### src/rtl/rsa_input_ctrl.sv
// Push-button operand editor and launch/timeout sequencer for an RSA core.
// Operands are edited nibble by nibble, then one core run is launched and its result shown.
module rsa_input_ctrl #(
    parameter int unsigned WIDTH   = 16,
    parameter int unsigned TIMEOUT = 100000000
) (
    input  logic                                             clk,
    input  logic                                             rst_n,
    input  logic                                             btn_up,
    input  logic                                             btn_down,
    input  logic                                             btn_next,
    input  logic                                             btn_start,
    input  logic                                             core_busy,
    input  logic                                             core_done,
    input  logic [WIDTH-1:0]                                 core_result,
    output logic                                             core_start,
    output logic [WIDTH-1:0]                                 op_n,
    output logic [WIDTH-1:0]                                 op_e,
    output logic [WIDTH-1:0]                                 op_m,
    output logic [WIDTH-1:0]                                 disp_value,
    output logic [1:0]                                       disp_field,
    output logic [((WIDTH/4 > 1) ? $clog2(WIDTH/4) : 1)-1:0] disp_digit,
    output logic                                             err
);

    localparam int unsigned NIB   = WIDTH / 4;
    localparam int unsigned DIG_W = (NIB > 1) ? $clog2(NIB) : 1;
    localparam int unsigned CNT_W = (TIMEOUT > 1) ? $clog2(TIMEOUT) : 1;

    localparam logic [2:0] S_EDIT_N = 3'd0;
    localparam logic [2:0] S_EDIT_E = 3'd1;
    localparam logic [2:0] S_EDIT_M = 3'd2;
    localparam logic [2:0] S_LAUNCH = 3'd3;
    localparam logic [2:0] S_WAIT   = 3'd4;
    localparam logic [2:0] S_SHOW   = 3'd5;

    logic [2:0]       state_q, state_d;
    logic [DIG_W-1:0] cursor_q, cursor_d;
    logic [WIDTH-1:0] op_n_q, op_n_d, op_e_q, op_e_d, op_m_q, op_m_d;
    logic [WIDTH-1:0] result_q, result_d;
    logic             core_start_q, core_start_d;
    logic             err_q, err_d;
    logic [CNT_W-1:0] cnt_q, cnt_d;

    logic [WIDTH-1:0] edit_val, edit_new;
    logic [3:0]       cur_nib, new_nib;

    // State register
    always_ff @(posedge clk or negedge rst_n) begin
        if (!rst_n) begin
            state_q      <= S_EDIT_N;
            cursor_q     <= '0;
            op_n_q       <= '0;
            op_e_q       <= '0;
            op_m_q       <= '0;
            result_q     <= '0;
            core_start_q <= 1'b0;
            err_q        <= 1'b0;
            cnt_q        <= '0;
        end else begin
            state_q      <= state_d;
            cursor_q     <= cursor_d;
            op_n_q       <= op_n_d;
            op_e_q       <= op_e_d;
            op_m_q       <= op_m_d;
            result_q     <= result_d;
            core_start_q <= core_start_d;
            err_q        <= err_d;
            cnt_q        <= cnt_d;
        end
    end

    // Next-state logic; cursor 0 addresses the most significant nibble
    always_comb begin
        state_d      = state_q;
        cursor_d     = cursor_q;
        op_n_d       = op_n_q;
        op_e_d       = op_e_q;
        op_m_d       = op_m_q;
        result_d     = result_q;
        core_start_d = 1'b0;
        err_d        = err_q;
        cnt_d        = cnt_q;
        cur_nib      = 4'h0;

        case (state_q)
            S_EDIT_E: edit_val = op_e_q;
            S_EDIT_M: edit_val = op_m_q;
            default:  edit_val = op_n_q;
        endcase

        for (int unsigned i = 0; i < NIB; i++) begin
            if (cursor_q == DIG_W'(NIB - 1 - i)) begin
                cur_nib = edit_val[4*i +: 4];
            end
        end
        new_nib  = btn_up ? (cur_nib + 4'd1) : (cur_nib - 4'd1);
        edit_new = edit_val;
        for (int unsigned i = 0; i < NIB; i++) begin
            if (cursor_q == DIG_W'(NIB - 1 - i)) begin
                edit_new[4*i +: 4] = new_nib;
            end
        end

        case (state_q)
            S_EDIT_N, S_EDIT_E, S_EDIT_M: begin
                if (btn_start) begin
                    state_d = S_LAUNCH;
                end else if (btn_next) begin
                    if (cursor_q == DIG_W'(NIB - 1)) begin
                        cursor_d = '0;
                        state_d  = (state_q == S_EDIT_N) ? S_EDIT_E :
                                   (state_q == S_EDIT_E) ? S_EDIT_M : S_EDIT_N;
                    end else begin
                        cursor_d = cursor_q + DIG_W'(1);
                    end
                end else if (btn_up || btn_down) begin
                    case (state_q)
                        S_EDIT_E: op_e_d = edit_new;
                        S_EDIT_M: op_m_d = edit_new;
                        default:  op_n_d = edit_new;
                    endcase
                end
            end
            S_LAUNCH: begin
                if (!core_busy) begin
                    core_start_d = 1'b1;
                    err_d        = 1'b0;
                    cnt_d        = '0;
                    state_d      = S_WAIT;
                end
            end
            S_WAIT: begin
                // A done pulse in the final counted cycle still beats the timeout
                if (core_done) begin
                    result_d = core_result;
                    err_d    = 1'b0;
                    state_d  = S_SHOW;
                end else if (cnt_q == CNT_W'(TIMEOUT - 1)) begin
                    err_d   = 1'b1;
                    state_d = S_SHOW;
                end else begin
                    cnt_d = cnt_q + CNT_W'(1);
                end
            end
            S_SHOW: begin
                if (btn_next || btn_start) begin
                    cursor_d = '0;
                    state_d  = S_EDIT_N;
                end
            end
            default: begin
                cursor_d = '0;
                state_d  = S_EDIT_N;
            end
        endcase
    end

    // Display decode from registered state only
    always_comb begin
        disp_value = result_q;
        disp_field = 2'd3;
        case (state_q)
            S_EDIT_N: begin disp_value = op_n_q; disp_field = 2'd0; end
            S_EDIT_E: begin disp_value = op_e_q; disp_field = 2'd1; end
            S_EDIT_M: begin disp_value = op_m_q; disp_field = 2'd2; end
            default: ;
        endcase
    end

    assign core_start = core_start_q;
    assign op_n       = op_n_q;
    assign op_e       = op_e_q;
    assign op_m       = op_m_q;
    assign disp_digit = cursor_q;
    assign err        = err_q;

endmodule

### config.mk
export PLATFORM = sky130hd
export DESIGN_NAME = rsa_input_ctrl
export DESIGN_NICKNAME = d
export VERILOG_FILES = /design/src/rtl/rsa_input_ctrl.sv
export SDC_FILE = /design/constraint.sdc
export NUM_CORES = 1
export LEC_CHECK = 0
export BUFFER_PORTS_ARGS = -buffer_cell sky130_fd_sc_hd__buf_2
export CORE_MARGIN = 3
export CORE_UTILIZATION = 40
export DETAILED_ROUTE_END_ITERATION = 8
export PLACE_DENSITY = 0.61
export REMOVE_ABC_BUFFERS = 1
export SLEW_MARGIN = 30
export SYNTH_ARGS = -nofsm -noshare
export SYNTH_HDL_FRONTEND = slang
export SYNTH_SLANG_ARGS = --single-unit
### constraint.sdc
create_clock -name clk -period 7.8 [get_ports clk]
set_input_delay 0.78 -clock clk [delete_from_list [all_inputs] [get_ports clk]]
set_output_delay 0.78 -clock clk [all_outputs]
set_load 0.05 [all_outputs]
==> results.cfg, run 1 <==
[setup_path]
end_kind = flop
startpoint_type = flop
cp_data_required_time_ns = 8.09
cp.arrival_ns = 4.77
slowest_delay_ns = 0.89
critPathMaxFanout = 29
worstSetupPathType = flop to flop
critPathBufInv = 2
slowest_stage = dfrtp_1
crit_family = compound AO/OA/AOI/OAI gates
worstPathCellList = buf_4 > inv_1 > a22oi_1 > mux2i_1 > a21oi_1 > o22ai_1 > a21oi_1 > o21ai_0 > ha_1 > nand2_1 > a41oi_1 > o31a_1 > o21ai_0 > or2_2 > nand3_1

[clocking]
clk_path_buf_depth = 2
postCtsHoldBufs = 0
worstSkewPairLatency_ns = 0.36
cts_setup_buffers = 0
cts_sinks = 98
cts-resized-gates = 0
htreeDepth = 3
clkTransAtPathRegs_ns = 0.08
cts_tree = done
cts-root-buf = clkbuf_16
cts-buffers-inserted = 9

[detailed_routing]
firstDrtPassIters = 5
drc = 0
routed_wl_um = 18600
ant_nets = 0
drtIter0Drc = 645
num_vias = 5795
wire_per_inst_um = 18.5
viasPerCell = 5.78

[timing]
hold_violations = 0
grt_setup_unrepaired = no
tns_ns = 0
setup_violations = 0
worst_slew_pin_slew_ns = 0.990
fin_worst_skew_ns = 0.0130
final_max_slew_viol_count = 0
max_slew_margin = 0.340
period_minus_slack_ns = 4.48
fmax_ghz = 0.223
hold_slack_ns = 0.390
final.period_utilization = 0.574

[hold_path]
hold_path_class = input pin to async pin

[final_layout]
diodes = 0
final_cell_mix = 114 x nand2_1, 97 x dfrtp_1, 92 x buf_2, 60 x a21oi_1, 55 x nor2_1
nFillCells = 1504
multi_input_area_sq_um = 3490
register_area_sq_um = 2450
layout.nets = 819
postLayoutCoreUtil = 0.464
final_common_cell = nand2_1
layout-drive-gt1-share = 0.223
syn_to_final_growth_pct = 13.0
final_cells = 1003

[die]
fp.dieW_um = 131
start_util = 0.411
fp.dieH_um = 131
fp-row-count = 45
boundaryPins = 94
dieArea_sq_um = 17300
core-area_sq_um = 15300

[global_route]
grt_pass1_vias = 5579
antenna_found_initial = 1
grtUsageTotal = 0.215
grt_pass1_wl_um = 30100
globalRoute.totalOverflow = 0
grt_start_max_net_pins = 63

[yosys]
synth_area_leaders = dfrtp_1 39%, nand2_1 6.8%, mux2_2 6.1%, a21oi_1 4.8%, nor2_1 3.3%
netlist.area_leader.share = 0.390
synth-seq-area-share = 0.390
syn_avg_cell_area_sq_um = 8.67
synth_flop_cell = dfrtp_1
synthCells = 726
synth-edff-count = 0
yosysWarnings = 0
yosys_register_bits = 98
synth_area_leader_cell = dfrtp_1
async_flop_share = 1.00
synth_cell_types = 70
syn-cell-area_sq_um = 6290

[placement]
placed_cells = 987
gp_congestion = 0.847
portBuffers = 93
dpl.hpwl_um = 12500

[job]
cap_viol_max_count = 0

[run_status]
status = completed
## stage by stage
stage	worst slack [ns]	cell area, sq um
after floorplan	3.39	5990
after global placement	3.58	6810
after detailed placement	3.45	6810
after CTS	3.42	7110
after global routing	2.93	7110
final	3.32	7110
## sequential cells by signal, summed over array words and instances (netlist names)
register	count
result_q	16
err	1
core_start	1
op_m	16
op_e	16
disp_digit	2
op_n	16
state_q	3
cnt_q	27
## synthesized netlist by cell type (4+ instances only)
cell / instances
and3_1: 14
o21ai_0: 36
nor2b_1: 5
a21boi_0: 4
mux2i_1: 19
nand2_1: 114
a211o_1: 5
mux2_2: 34
clkbuf_8: 6
clkbuf_1: 29
a22oi_1: 20
o22ai_1: 30
o21a_1: 4
xor2_1: 10
nand3_1: 15
buf_1: 4
ha_1: 7
dfrtp_1: 98
xnor2_1: 13
buf_2: 8
nand2b_1: 9
a21oi_1: 60
nor3_1: 29
or3_1: 10
nor2_1: 55
inv_1: 15
nand4_1: 4
nand3b_1: 7
## final timing paths
kind / slack, ns / from / endpoint / cells past startpoint
setup / recovery: 3.32 / state_q[1] / op_m[11] / 15
hold / removal: 0.39 / rst_n / result_q[11] / 1
setup reg to reg: 3.32 / state_q[1] / op_m[11] / 15
hold reg to reg: 0.50 / cnt_q[1] / cnt_q[1] / 2
max in group asynchronous: 6.19 / rst_n / state_q[0] / 2
min in group clk: 0.50 / cnt_q[1] / cnt_q[1] / 2
## cells by family (layout without fill, tap and decap cells)
| kind of cell | Yosys count | in the layout | share of synthesized area |
|---|---|---|---|
| AO/OA/AOI/OAI | 191 | 191 | 0.194 |
| flip-flops | 98 | 98 | 0.390 |
| adder cells (fa/ha/maj) | 8 | 8 | 0.0171 |
| multiplexers | 54 | 54 | 0.0928 |
| XOR/XNOR | 23 | 23 | 0.0320 |
| AND/OR/NAND/NOR | 284 | 284 | 0.218 |
| buffers and inverters | 68 | 134 | 0.0570 |
## worst register-to-register path: stages, from the launching register on
cell     delay, ns
dfrtp_1       0.89
buf_4         0.45
inv_1         0.44
a22oi_1       0.28
mux2i_1       0.10
a21oi_1       0.19
o22ai_1       0.10
a21oi_1       0.14
o21ai_0       0.09
ha_1          0.39
nand2_1       0.09
a41oi_1       0.26
o31a_1        0.50
o21ai_0       0.14
or2_2         0.29
nand3_1       0.08
## metal layers
layer	global-route usage	part of all wire
met2	0.347	0.47
met3	0.0479	0.064
met5	0	0.00070
met4	0.0782	0.020
met1	0.284	0.44
## layout make-up
class / count / share of cell area
Clock buffer: 9 / 0.0317
Clock inverter: 7 / 0.0107
Sequential cell: 98 / 0.345
Tap cell: 211 / 0.0371
Multi-Input combinational cell: 560 / 0.491
Timing Repair Buffer: 103 / 0.0763
Inverter: 15 / 0.00792
Power of run 1 is left out: the tool's default activity adds up to more than one toggle a clock period on the data nets, which glitch-free logic cannot reach.
==> run 2, diff against run 1 <==
--- a/config.mk
+++ b/config.mk
@@ -5,11 +5,12 @@
 export SDC_FILE = /design/constraint.sdc
 export NUM_CORES = 1
 export LEC_CHECK = 0
+export ABC_AREA = 1
 export BUFFER_PORTS_ARGS = -buffer_cell sky130_fd_sc_hd__buf_2
 export CORE_MARGIN = 3
 export CORE_UTILIZATION = 40
 export DETAILED_ROUTE_END_ITERATION = 8
-export PLACE_DENSITY = 0.61
+export PLACE_DENSITY = 0.64
 export REMOVE_ABC_BUFFERS = 1
 export SLEW_MARGIN = 30
 export SYNTH_ARGS = -nofsm -noshare
==> constraint.sdc (replaced) <==
create_clock -name clk -period 3.98 [get_ports clk]
set_input_delay 0.398 -clock clk [delete_from_list [all_inputs] [get_ports clk]]
set_output_delay 0.398 -clock clk [all_outputs]
set_load 0.05 [all_outputs]
==> results.cfg, run 2 <==
[clocking]
cts_setup_buffers = 0
postCtsHoldBufs = 0
cts_tree = done
clk_path_buf_depth = 2
worstSkewPairLatency_ns = 0.36
clkTransAtPathRegs_ns = 0.08
cts-root-buf = clkbuf_16
cts_sinks = 98
cts-resized-gates = 0
cts-buffers-inserted = 9
htreeDepth = 3

[die]
fp.dieH_um = 125
fp-row-count = 42
dieArea_sq_um = 15600
fp.dieW_um = 125
start_util = 0.418
core-area_sq_um = 13500
boundaryPins = 94

[final_layout]
diodes = 0
final_common_cell = nand2_1
multi_input_area_sq_um = 2780
register_area_sq_um = 2450
nFillCells = 1344
final_cell_mix = 244 x nand2_1, 98 x dfrtp_1, 92 x buf_2, 68 x o21ai_0, 67 x nand3_1
syn_to_final_growth_pct = 16.5
largest_reg_flops = 27
regMostFlops = cnt_q
layout-drive-gt1-share = 0.186
layout.nets = 873

[placement]
portBuffers = 93
dpl.hpwl_um = 11700
gp_congestion = 0.907

[yosys]
synth_flop_cell = dfrtp_1
syn_avg_cell_area_sq_um = 7.46
synth_area_leaders = dfrtp_1 43%, nand2_1 16%, o21ai_0 6.0%, nand3_1 5.9%, inv_1 4.1%
yosys_register_bits = 98
async_flop_share = 1.00
synth-seq-area-share = 0.435
synth_cell_types = 37
synthCells = 756
synth-edff-count = 0
yosysMostFrequentCell = nand2_1
syn-cell-area_sq_um = 5640
synthTopCellsByCount = 244 x nand2_1, 98 x dfrtp_1, 68 x o21ai_0, 67 x nand3_1, 61 x inv_1
synth_area_leader_cell = dfrtp_1
yosysWarnings = 0
netlist.area_leader.share = 0.435

[setup_path]
rrSetupSlack_ns = 0.61
cp_data_required_time_ns = 4.20
startpoint_type = flop
reg2reg_depth = 13
critPathMaxFanout = 24
cp.arrival_ns = 3.58
worstSetupPathType = flop to flop
end_kind = flop

[hold_path]
hold_path_class = input pin to async pin

[detailed_routing]
routed_wl_um = 16400
num_vias = 5430
ant_nets = 0
viasPerCell = 5.31
drc = 0
firstDrtPassIters = 5
wire_per_inst_um = 16.0
drtIter0Drc = 456

[timing]
setup_violations = 0
grt_setup_unrepaired = no
fin_worst_skew_ns = 0.0123
fmax_ghz = 0.297
worst_slew_pin_slew_ns = 0.896
tns_ns = 0
final.period_utilization = 0.846
max_slew_margin = 0.399
final_max_slew_viol_count = 0
hold_violations = 0
period_minus_slack_ns = 3.37

[global_route]
grt_start_max_net_pins = 68
globalRoute.totalOverflow = 0
antenna_found_initial = 0
grt_pass1_wl_um = 26200
grtUsageTotal = 0.209
grt_pass1_vias = 4908

[run_status]
status = completed

[job]
cap_viol_max_count = 0
==> run 2: routing by layer <==
metal | track usage | share of wire | vias to the layer above | wire [um]
li1 | - | - | 2661 | -
met1 | 0.319 | 0.49 | 2534 | 8020
met2 | 0.301 | 0.42 | 221 | 6860
met3 | 0.0416 | 0.081 | 14 | 1330
met4 | 0.0554 | 0.011 | 0 | 187
met5 | 0 | 0 | - | 0
==> run 2: final timing paths <==
kind                                 from          end
max in group asynchronous           rst_n     op_m[14]
hold / removal                      rst_n     cnt_q[2]
setup reg to reg               state_q[1]      op_e[9]
setup / recovery               state_q[1]      op_e[9]
min in group clk           core_result[2]  result_q[2]
hold reg to reg               result_q[0]  result_q[0]
==> run 2: stage by stage <==
step | instances | hold WS (ns) | worst slack (ns) | area (sq um) | util
3_5_place_dp | 1006 | 0.467 | 0.628 | 6250 | 0.463
2_1_floorplan | 730 | 0.102 | 1.23 | 5510 | -
5_1_grt | 1022 | 0.0959 | 0.277 | 6570 | 0.487
4_1_cts | 1022 | 0.198 | 0.620 | 6570 | 0.486
6_report | 1022 | 0.0391 | 0.613 | 6570 | 0.487
3_3_place_gp | 1006 | 0.466 | 0.702 | 6250 | 0.463
==> run 2: critical path, stage by stage (launching register included) <==
cell and delay (ns):
dfrtp_1 0.55, nand2_2 0.19, nand2_4 0.21, nor2_2 0.55, a22o_1 0.21, inv_1 0.05
nand2_1 0.05, inv_1 0.04, o21ai_0 0.13, nand3_1 0.08, o21ai_0 0.16, fa_1 0.53
o21ai_0 0.34, o21ai_0 0.14
==> run 2: kinds of logic after synthesis <==
logic type      after synthesis  share of synthesized area
flops                        98                      0.435
compound gates              110                      0.108
mux                           6                     0.0111
fa+ha+maj                     8                     0.0191
buf+inv                     100                     0.0732
xor+xnor                     12                     0.0186
simple gates                422                      0.336
==> run 2: layout make-up <==
cell class	instances	share of cell area
multi-input combinational	558	0.423
clock buffer	10	0.0364
inverter	74	0.0426
sequential	98	0.373
tap	176	0.0335
clock inverter	6	0.0122
timing repair buffer	100	0.0797
Power of run 2 is left out for the same reason.
==> run 3, diff against run 2 <==
--- a/config.mk
+++ b/config.mk
@@ -5,12 +5,12 @@
 export SDC_FILE = /design/constraint.sdc
 export NUM_CORES = 1
 export LEC_CHECK = 0
-export ABC_AREA = 1
+export ABC_AREA = 0
 export BUFFER_PORTS_ARGS = -buffer_cell sky130_fd_sc_hd__buf_2
 export CORE_MARGIN = 3
 export CORE_UTILIZATION = 40
 export DETAILED_ROUTE_END_ITERATION = 8
-export PLACE_DENSITY = 0.64
+export PLACE_DENSITY = 0.61
 export REMOVE_ABC_BUFFERS = 1
 export SLEW_MARGIN = 30
 export SYNTH_ARGS = -nofsm -noshare
==> constraint.sdc (replaced) <==
create_clock -name clk -period 3.5 [get_ports clk]
set_input_delay 0.35 -clock clk [delete_from_list [all_inputs] [get_ports clk]]
set_output_delay 0.35 -clock clk [all_outputs]
set_load 0.05 [all_outputs]
==> results.cfg, run 3 (synthesized netlist as in run 1, its figures left out) <==
[global_route]
grt_start_max_net_pins = 86
grtUsageTotal = 0.220
antenna_found_initial = 1
globalRoute.totalOverflow = 0
grt_pass1_vias = 5810
grt_pass1_wl_um = 30900

[timing]
fin_worst_skew_ns = 0.00627
tns_ns = 0
setup_violations = 0
final.period_utilization = 0.922
hold_violations = 0
grt_setup_unrepaired = no
worst_slew_pin_slew_ns = 0.835
max_slew_margin = 0.440
period_minus_slack_ns = 3.23
final_max_slew_viol_count = 0
fmax_ghz = 0.310

[final_layout]
regMostFlops = cnt_q
final_cells = 1031
fin_area_sq_um = 7310
final_cell_mix = 114 x nand2_1, 96 x dfrtp_1, 92 x buf_2, 60 x a21oi_1, 55 x nor2_1
largest_reg_flops = 27
syn_to_final_growth_pct = 16.1
layout-drive-gt1-share = 0.248
final_common_cell = nand2_1
diodes = 0
layout.nets = 847

[die]
fp.dieW_um = 131
start_util = 0.411
fp-row-count = 45
boundaryPins = 94
dieArea_sq_um = 17300
fp.dieH_um = 131
core-area_sq_um = 15300

[hold_path]
hold_path_class = input pin to async pin

[clocking]
cts_sinks = 98
clk_path_buf_depth = 2
clkTransAtPathRegs_ns = 0.06
cts-root-buf = clkbuf_16
htreeDepth = 3
cts_tree = done
cts-buffers-inserted = 9
worstSkewPairLatency_ns = 0.35

[detailed_routing]
drc = 0
viasPerCell = 5.75
num_vias = 5928
wire_per_inst_um = 18.5
firstDrtPassIters = 5
routed_wl_um = 19100
ant_nets = 0
drtIter0Drc = 459

[placement]
gp_congestion = 0.877
dpl.hpwl_um = 13400
portBuffers = 93
placed_area_sq_um = 6990
placed_cells = 1011

[setup_path]
cp_data_required_time_ns = 3.73
end_kind = flop
critPathMaxFanout = 8
worstSetupPathType = flop to flop
startpoint_type = flop
cp.arrival_ns = 3.46

[job]
cap_viol_max_count = 0

[run_status]
status = completed
==> run 3: changes by cell type in the layout (fill, tap and decap cells not counted), sizes merged, moves of 30 or more <==
cell   previous run  this run
o21ai            79        37
o22ai             0        30
inv              76        14
nand2           254       114
nand3            73        16
mux2              2        35
a21oi            16        61
buf             100       131
==> run 3: cell type report <==
class | instances | area (sq um)
fillers | 1537 | 8010
repair buffers | 131 | 757
flip-flops and latches | 98 | 2450
clock inverters | 2 | 12.5
well taps | 211 | 264
multi-input cells | 560 | 3490
clock buffers | 14 | 264
inverters | 15 | 60.1
==> run 3: final timing paths <==
path | start | end | slack, ns | depth (start not counted)
max in group asynchronous | rst_n | cnt_q[20] | 2.70 | 2
worst min register to register | op_e[12] | op_e[12] | 0.51 | 2
worst max-delay path | state_q[1] | op_e[3] | 0.27 | 16
worst max register to register | state_q[1] | op_e[3] | 0.27 | 16
min in group clk | core_result[2] | result_q[2] | 0.23 | 2
worst min-delay path | rst_n | op_e[3] | 0.02 | 1
==> run 3: what timing repair did <==
| item | in CTS | in global routing |
|---|---|---|
| setup buffers | 0 | 4 |
| hold buffers | 0 | 0 |
| setup endpoints to repair | 0 | 6 |
| hold endpoints to repair | 0 | 0 |
| gates resized for setup | 0 | 2 |
==> run 3: routing by layer <==
layer | GRT usage | part of all wire | vias to the layer above
li1 | - | - | 2776
met1 | 0.289 | 0.44 | 2870
met2 | 0.354 | 0.46 | 242
met3 | 0.0521 | 0.072 | 38
met4 | 0.0846 | 0.025 | 2
met5 | 0 | 0.00037 | -
==> run 3: worst max-delay path, stage by stage (launching register included) <==
cell and delay [ns]:
dfrtp_2 0.46, nor2b_1 0.20, buf_4 0.17, a22oi_1 0.15
mux2i_1 0.09, a21oi_1 0.17, o22ai_1 0.10, a21oi_1 0.14
o21ai_0 0.09, ha_1 0.36, nand2_1 0.10, a41oi_1 0.26
o31a_1 0.27, buf_4 0.19, nor3_1 0.07, mux2i_1 0.20
nand2_1 0.08
==> run 3: metrics by stage <==
stage	hold WS (ns)	setup WS, ns	util
after floorplan	0.0544	-0.905	-
after global placement	0.479	0.357	0.456
after detailed placement	0.479	0.294	0.456
after CTS	0.101	0.284	0.474
after global routing	0.133	0.0151	0.477
final	0.0185	0.275	0.477
Power of run 3 is left out for the same reason.
